File: config.mk
export PLATFORM = sky130hd
export DESIGN_NAME = pll_reset_ctrl
export DESIGN_NICKNAME = d
export VERILOG_FILES = /design/src/rtl/pll_ctrl_pkg.sv /design/src/rtl/sync_2ff.sv /design/src/rtl/pll_reset_ctrl.sv
export SDC_FILE = /design/constraint.sdc
export NUM_CORES = 1
export LEC_CHECK = 0
export ABC_AREA = 1
export CAP_MARGIN = 20
export CORE_ASPECT_RATIO = 0.8
export CORE_MARGIN = 3
export CORE_UTILIZATION = 30
export CTS_BUF_LIST = sky130_fd_sc_hd__clkbuf_8
export CTS_CLUSTER_SIZE = 40
export DETAILED_ROUTE_END_ITERATION = 12
export HOLD_SLACK_MARGIN = 0.05
export PLACE_DENSITY_LB_ADDON = 0.05
export SKIP_CTS_REPAIR_TIMING = 1
export SLEW_MARGIN = 10
export SYNTH_ARGS = -nofsm -noshare
export SYNTH_HDL_FRONTEND = slang
export SYNTH_SLANG_ARGS = --single-unit
File: constraint.sdc
create_clock -name refclk -period 2.2 [get_ports refclk]
set_input_delay 0.44 -clock refclk [delete_from_list [all_inputs] [get_ports refclk]]
set_output_delay 0.44 -clock refclk [all_outputs]
set_load 0.02 [all_outputs]
File: src/rtl/pll_ctrl_pkg.sv
// Shared types and default timing for the system PLL reset sequencer.
// Defaults assume a 50 MHz reference clock.
package pll_ctrl_pkg;

  typedef enum logic [2:0] {
    RESET_PLL = 3'd0,
    WAIT_LOCK = 3'd1,
    STABLE    = 3'd2,
    RUN       = 3'd3,
    FAIL      = 3'd4
  } state_e;

  localparam int unsigned DefRstCycles    = 16;
  localparam int unsigned DefLockTimeout  = 65535;  // ~1.3 ms
  localparam int unsigned DefStableCycles = 1024;
  localparam int unsigned DefMaxRetries   = 7;
  localparam int unsigned DefCntW         = 16;

  // Saturating 4-bit increment for the retry counter.
  function automatic logic [3:0] sat_inc4(input logic [3:0] v);
    return (v == 4'hf) ? v : v + 4'd1;
  endfunction

endpackage

File: src/rtl/sync_2ff.sv
// Generic two-flop synchronizer for a single asynchronous bit.
module sync_2ff #(
  parameter logic ResetVal = 1'b0
) (
  input  logic clk,
  input  logic rst_n,
  input  logic d,
  output logic q
);

  logic meta;

  always_ff @(posedge clk or negedge rst_n) begin
    if (!rst_n) begin
      meta <= ResetVal;
      q    <= ResetVal;
    end else begin
      meta <= d;
      q    <= meta;
    end
  end

endmodule

File: src/rtl/pll_reset_ctrl.sv
// PLL reset / lock qualification sequencer: holds the PLL in reset, waits for a stable lock
// with timeout and retry limit, then releases the downstream system reset.
module pll_reset_ctrl
  import pll_ctrl_pkg::*;
#(
  parameter int unsigned RST_CYCLES    = DefRstCycles,
  parameter int unsigned LOCK_TIMEOUT  = DefLockTimeout,
  parameter int unsigned STABLE_CYCLES = DefStableCycles,
  parameter int unsigned MAX_RETRIES   = DefMaxRetries,
  parameter int unsigned CNT_W         = DefCntW
) (
  input  logic       refclk,
  input  logic       reset_n,
  input  logic       pll_lock,
  input  logic       soft_reset_req,
  output logic       pll_reset,
  output logic       sys_reset_n,
  output logic       ready,
  output logic       fail,
  output logic       lock_lost,
  output logic [3:0] retry_cnt
);

  localparam logic [CNT_W-1:0] RstLast  = CNT_W'(RST_CYCLES - 1);
  localparam logic [CNT_W-1:0] ToLast   = CNT_W'(LOCK_TIMEOUT - 1);
  localparam logic [CNT_W-1:0] StbLast  = CNT_W'(STABLE_CYCLES - 1);
  localparam logic [CNT_W-1:0] CntOne   = CNT_W'(1);
  localparam logic [3:0]       RetryMax = 4'(MAX_RETRIES);

  logic lock_s;

  sync_2ff #(
    .ResetVal(1'b0)
  ) u_lock_sync (
    .clk  (refclk),
    .rst_n(reset_n),
    .d    (pll_lock),
    .q    (lock_s)
  );

  state_e           state_q, state_d;
  logic [CNT_W-1:0] rst_cnt_q, rst_cnt_d;
  logic [CNT_W-1:0] to_cnt_q, to_cnt_d;
  logic [CNT_W-1:0] stb_cnt_q, stb_cnt_d;
  logic [3:0]       retry_q, retry_d, retry_inc;
  logic             lost_q, lost_d;
  logic             timeout;

  always_comb begin
    retry_inc = sat_inc4(retry_q);
    timeout   = (to_cnt_q == ToLast);
    state_d   = state_q;
    rst_cnt_d = rst_cnt_q;
    to_cnt_d  = to_cnt_q;
    stb_cnt_d = stb_cnt_q;
    retry_d   = retry_q;
    lost_d    = lost_q;

    if (soft_reset_req) begin
      state_d   = RESET_PLL;
      rst_cnt_d = '0;
      to_cnt_d  = '0;
      stb_cnt_d = '0;
      retry_d   = '0;
      lost_d    = 1'b0;
    end else begin
      case (state_q)
        RESET_PLL: begin
          if (rst_cnt_q == RstLast) begin
            state_d   = WAIT_LOCK;
            rst_cnt_d = '0;
            to_cnt_d  = '0;
            stb_cnt_d = '0;
          end else begin
            rst_cnt_d = rst_cnt_q + CntOne;
          end
        end
        WAIT_LOCK, STABLE: begin
          // Timeout outranks any lock-based transition in the same cycle.
          if (timeout) begin
            retry_d   = retry_inc;
            rst_cnt_d = '0;
            to_cnt_d  = '0;
            stb_cnt_d = '0;
            state_d   = (retry_inc == RetryMax) ? FAIL : RESET_PLL;
          end else begin
            to_cnt_d = to_cnt_q + CntOne;
            if (state_q == WAIT_LOCK) begin
              if (lock_s) begin
                state_d   = STABLE;
                stb_cnt_d = '0;
              end
            end else if (!lock_s) begin
              state_d   = WAIT_LOCK;
              stb_cnt_d = '0;
            end else if (stb_cnt_q == StbLast) begin
              state_d   = RUN;
              retry_d   = '0;
              to_cnt_d  = '0;
              stb_cnt_d = '0;
            end else begin
              stb_cnt_d = stb_cnt_q + CntOne;
            end
          end
        end
        RUN: begin
          if (!lock_s) begin
            state_d   = RESET_PLL;
            rst_cnt_d = '0;
            lost_d    = 1'b1;
          end
        end
        FAIL: begin
          state_d = FAIL;
        end
        default: begin
          state_d   = RESET_PLL;
          rst_cnt_d = '0;
        end
      endcase
    end
  end

  // Outputs decode the next state so they move on the same edge as the state.
  always_ff @(posedge refclk or negedge reset_n) begin
    if (!reset_n) begin
      state_q     <= RESET_PLL;
      rst_cnt_q   <= '0;
      to_cnt_q    <= '0;
      stb_cnt_q   <= '0;
      retry_q     <= '0;
      lost_q      <= 1'b0;
      pll_reset   <= 1'b1;
      sys_reset_n <= 1'b0;
      ready       <= 1'b0;
      fail        <= 1'b0;
    end else begin
      state_q     <= state_d;
      rst_cnt_q   <= rst_cnt_d;
      to_cnt_q    <= to_cnt_d;
      stb_cnt_q   <= stb_cnt_d;
      retry_q     <= retry_d;
      lost_q      <= lost_d;
      pll_reset   <= (state_d == RESET_PLL) || (state_d == FAIL);
      sys_reset_n <= (state_d == RUN);
      ready       <= (state_d == RUN);
      fail        <= (state_d == FAIL);
    end
  end

  assign retry_cnt = retry_q;
  assign lock_lost = lost_q;

endmodule
Yosys cells after proc, flatten, opt, wreduce, memory -nomap -nowiden --
Index checks and enable logic that the tools add are counted.
Cells by class: add/subtract/negate cells 4, eq/ne operators 18, multiplexer cells 39, reduce and logical (&&, ||, !) cells 14
Operators by type and width (number):
- $mux 16 | 16
- $pmux 16 s2 | 2
- $pmux 16 s4 | 1
- $add 16x1->16 const B | 3
- $mux 4 | 7
- $mux 3 | 9
- $eq 16x10->1 const B | 1
- $eq 16x16->1 const B | 1
- $eq 16x4->1 const B | 1
- $ne 3x3->1 const B | 4
- $pmux 3 s4 | 1
- $eq 3x2->1 const B | 3
- $reduce_bool 3->1 | 3
- $eq 3x3->1 const B | 2
- $logic_not 3->1 | 2
- $reduce_and 3->1 | 2
- $ne 5x4->1 const B | 1
- $add 4x1->4 const B | 1
- $eq 4x3->1 const B | 1
- $eq 4x4->1 const B | 1
- $ne 2x2->1 const B | 2
- $reduce_and 2->1 | 2
- $reduce_and 4->1 | 1
- $reduce_bool 2->1 | 2
- 4 further kinds | 6
Word-level totals: bits in registers 61, bits of input ports 4, output and inout bits 9, logic and storage cells 86

Depth between registers and ports, before layout --
word-level depth 9, mapped depth 13

Modules after synthesis --
A second synthesis with hierarchy kept.
Second synthesis, totals: cells, all modules 563, area total of the unflattened synthesis 4057.6 µm²
By module, submodules not included:
- pll_reset_ctrl | times used 1, cells each 561, area an instance 4007.6 µm², seq. area each 1477.7 µm²
- sync_2ff | times used 1, cells each 2, area an instance 50.0 µm², seq. area each 50.0 µm²

Worst setup path after synthesis --
No wires, ideal clock.
path type flip-flop to flip-flop, from register to_cnt_q[0], to register rst_cnt_q[2], arrival time 1495 ps, slack 587 ps, stages on the path, launching flop included 11, buffers on the path 0, period minus slack after synthesis 1613 ps, cells stage by stage dfrtp_1 > inv_1 > ha_1 > nand2_1 > nor2_1 > nand2_1 > nor2_8 > nor2_4 > o21ai_4 > inv_2 > a21o_1
Between the ends: word-level cells in the longest chain between the ends 3
RTL lines:
- from (decl) | RTL line pll_reset_ctrl.sv:43 | logic [CNT_W-1:0] to_cnt_q, to_cnt_d;
- from (signal assigned) | RTL line pll_reset_ctrl.sv:140 | to_cnt_q <= to_cnt_d;
- $eq 16x16->1 | RTL line pll_reset_ctrl.sv:51 | timeout = (to_cnt_q == ToLast);
- $ne 3x3->1 (no source line)
- $reduce_and 3->1 (no source line)
- to (signal assigned) | RTL line pll_reset_ctrl.sv:139 | rst_cnt_q <= rst_cnt_d;
- to (decl) | RTL line pll_reset_ctrl.sv:42 | logic [CNT_W-1:0] rst_cnt_q, rst_cnt_d;
No other way between the ends. A chain may end at the register's enable or synchronous reset.

Final worst setup path --
from register stb_cnt_q[0], to register to_cnt_q[15]
Between the ends: word-level cells in the longest chain between the ends 7
RTL lines:
- from (decl) | RTL line pll_reset_ctrl.sv:44 | logic [CNT_W-1:0] stb_cnt_q, stb_cnt_d;
- from (signal assigned) | RTL line pll_reset_ctrl.sv:141 | stb_cnt_q <= stb_cnt_d;
- $eq 16x10->1 | RTL line pll_reset_ctrl.sv:96 | end else if (stb_cnt_q == StbLast) begin
- $mux 16 | RTL line pll_reset_ctrl.sv:96
- $mux 16 | RTL line pll_reset_ctrl.sv:93 | end else if (!lock_s) begin
- $mux 16 | RTL line pll_reset_ctrl.sv:88 | if (state_q == WAIT_LOCK) begin
- $mux 16 | RTL line pll_reset_ctrl.sv:80 | if (timeout) begin
- $pmux 16 s2 | RTL line pll_reset_ctrl.sv:67 | case (state_q)
- $mux 16 | RTL line pll_reset_ctrl.sv:59 | if (soft_reset_req) begin
No other way between the ends.

==> impl_metrics.tcl <==
set metrics [dict create \
    fmax_ghz 0.511 \
    synth_cells 531 \
    synth.top_cell.area_share 0.388 \
    syn_to_final_growth_pct 14.5 \
    grt_pass1_wl_mm 16.7 \
    gp_congestion 0.825 \
    drtIter0Drc 180 \
    die-width_um 133 \
    root_buffer "clkbuf_8" \
    placedCellCount 715 \
    route.detailed.drc 0 \
    path_cells "ha_1, nand3_1, inv_2, nand2_1, inv_2, nand2_1, nor2_1, inv_1, nand2_2, nand2_2, inv_2, nor2_1" \
    slew_violations 0 \
    die_y_um 108 \
    routedWlPerCell_um 12.8 \
    setup_viol 0 \
    path_class "reg2reg" \
    grt_pass1_vias 3294 \
    fin_cells 731 \
    p_leak_nw 2.01 \
    worstHoldPathType "in2async" \
    num_io_pins 13 \
    yosysSeqAreaShare 0.394 \
    grtUsageMet2 0.208 \
    period_needed_ns 1.96 \
    syn_area_um2 3870 \
    portBuffers 12 \
    start_kind "flip-flop" \
    postSynthAreaPerCell_um2 7.30 \
    clock-skew-final_ns 0.00950 \
    synth.distinct_cells 39 \
    clk_pin_slew_ns 0.07 \
    place_area_um2 4240 \
    hpwl_mm 6.90 \
    routed_wl_mm 9.37 \
    drive_gt1_frac 0.129 \
    critPathMaxFanout 6 \
    slew_headroom 0.566 \
    yosys.area.top_type "dfrtp_1" \
    use_met1 0.214 \
    power_density_nw_per_um2 505 \
    ys.flop_type "dfrtp_1" \
    ys_warn_count 0 \
    worstMarginPinSlew_ns 0.652 \
    grt_max_degree 30 \
    grt_usage 0.145 \
    async_flop_share 1.00 \
    cts.htree.levels 3 \
    synth-seq-cells 61 \
    core_um2 12400 \
    rr_endpoint "to_cnt_q[15]" \
    fp-row-count 36 \
    post-route-cell-area_um2 4440 \
    grt.busiest_layer "met1" \
    cp_num_buf_inv 4 \
    critPathMaxStageDelay_ns 0.41 \
    dr.pass1.iters 4 \
    clock_latency_ns 0.35 \
    cp.arrival_ns 2.19 \
    timing.rr.start "stb_cnt_q[0]" \
    reg2regPathDepth 12 \
    antenna_left 0 \
    cpMostUsedCell "inv_2" \
    cp_slowest_cell "dfrtp_1" \
    synth_edf_count 0 \
    antenna_found_initial 0 \
    initial_utilization 0.313 \
    cts_buffer_depth 2 \
    tritoncts "yes" \
    final_net_count 564 \
    p_total_mw 2.24 \
    use_met3 0.0346 \
    vias 3395 \
    avgViaCountPerCell 4.64 \
    period_share 0.889 \
    cts.sinks 61 \
    hold_ws_ns 0.112 \
    ir_drop_uv 278 \
    setup.worst_path.end_class "flip-flop" \
    synth_nets 540 \
    cp_data_required_time_ns 2.43 \
    synth_area_leaders "dfrtp_1, nand2_1, inv_1" \
    regToRegSetupSlack_ns 0.24 \
    hold_viol_final 0 \
    outcome "completed" \
    die-area_um2 14300 \
    drv_cap 0 \
    rsz0062_at_grt "no" \
    grt-ovfl-total 0 \
    tns_ns 0 \
    antenna_cells 0 \
    cts_made_buffers 9 \
    critPathTopFamily "simple AND/OR/NAND/NOR gates" \
]
-- kinds of logic after synthesis --
| logic type | synth area share |
|---|---|
| flip-flops | 0.394 |
| AO/OA/AOI/OAI | 0.103 |
| XOR/XNOR | 0.0249 |
| adder cells (fa/ha/maj) | 0.0161 |
| AND/OR/NAND/NOR | 0.365 |
| buffers and inverters | 0.0969 |
-- cell usage in the layout (no fill, tap or decap), types with 10 or more instances in the layout --
master,count
nand2_1,128
inv_2,11
nor2_1,57
clkbuf_8,10
dfrtp_1,60
clkdlybuf4s50_1,11
o21ai_0,29
inv_1,71
a21oi_1,10
nand3_1,41
o21ai_1,11
xor2_1,10
nand4_1,27
-- synth_stat cells, types with 3 or more instances --
cell type,instances
inv_1,69
nand3_1,41
nand2_2,9
inv_2,11
o21ai_0,29
xor2_1,10
nor2_4,6
nor3_1,9
ha_1,5
nor2_1,57
dfrtp_1,60
buf_2,3
a21oi_1,10
nand4_1,27
nor4_1,4
buf_6,3
nor2_2,5
o31ai_1,3
o21bai_1,4
nand3_2,3
o22ai_1,3
o21ai_1,11
nand2_1,128
-- state kept, by name, indices dropped and copies added, names as in the netlist --
signal and count:
stb_cnt_q 16, state_q 3, ready 1, rst_cnt_q 16, retry_cnt 4, u_lock_sync.q 1
pll_reset 1, u_lock_sync.meta 1, to_cnt_q 16, fail 1, lock_lost 1
-- per-stage QoR --
step / setup WS [ns] / util
after global routing: 0.0108 / 0.358
after floorplan: 0.587 / -
final: 0.244 / 0.358
after global placement: 0.113 / 0.342
after CTS: 0.217 / 0.357
after detailed placement: 0.0882 / 0.342
-- how the worst max path moves through the flow --
stage	start	endpoint	slack (ns)	depth (start not counted)
floorplan	to_cnt_q[0]	rst_cnt_q[2]	0.59	10
global placement	soft_reset_req	stb_cnt_q[4]	0.11	8
detailed placement	soft_reset_req	stb_cnt_q[3]	0.09	8
CTS	stb_cnt_q[0]	stb_cnt_q[3]	0.22	10
global route	stb_cnt_q[0]	to_cnt_q[15]	0.01	12
finish	stb_cnt_q[0]	to_cnt_q[15]	0.24	12
-- cell type report --
cell class	count	area, µm²
multi-input combinational	379	1980
sequential	61	1530
inverter	82	308
clock buffer	10	138
clock inverter	6	55.1
tap	171	214
timing repair buffer	22	215
fill	1306	7950
-- metal layers --
layer,share of wire,up-vias
met5,0,-
met4,0.014,0
met3,0.043,10
met2,0.41,52
met1,0.53,1557
li1,-,1776
-- power by group --
part	switching, mW	internal (mW)	leakage [nW]	total [mW]
logic	0.0724	0.0326	1.06	0.105
clock network	0.458	0.542	0.105	1.00
registers	0.00668	1.13	0.842	1.13
total	0.537	1.70	2.01	2.24
(Power assumes the default switching activity.)
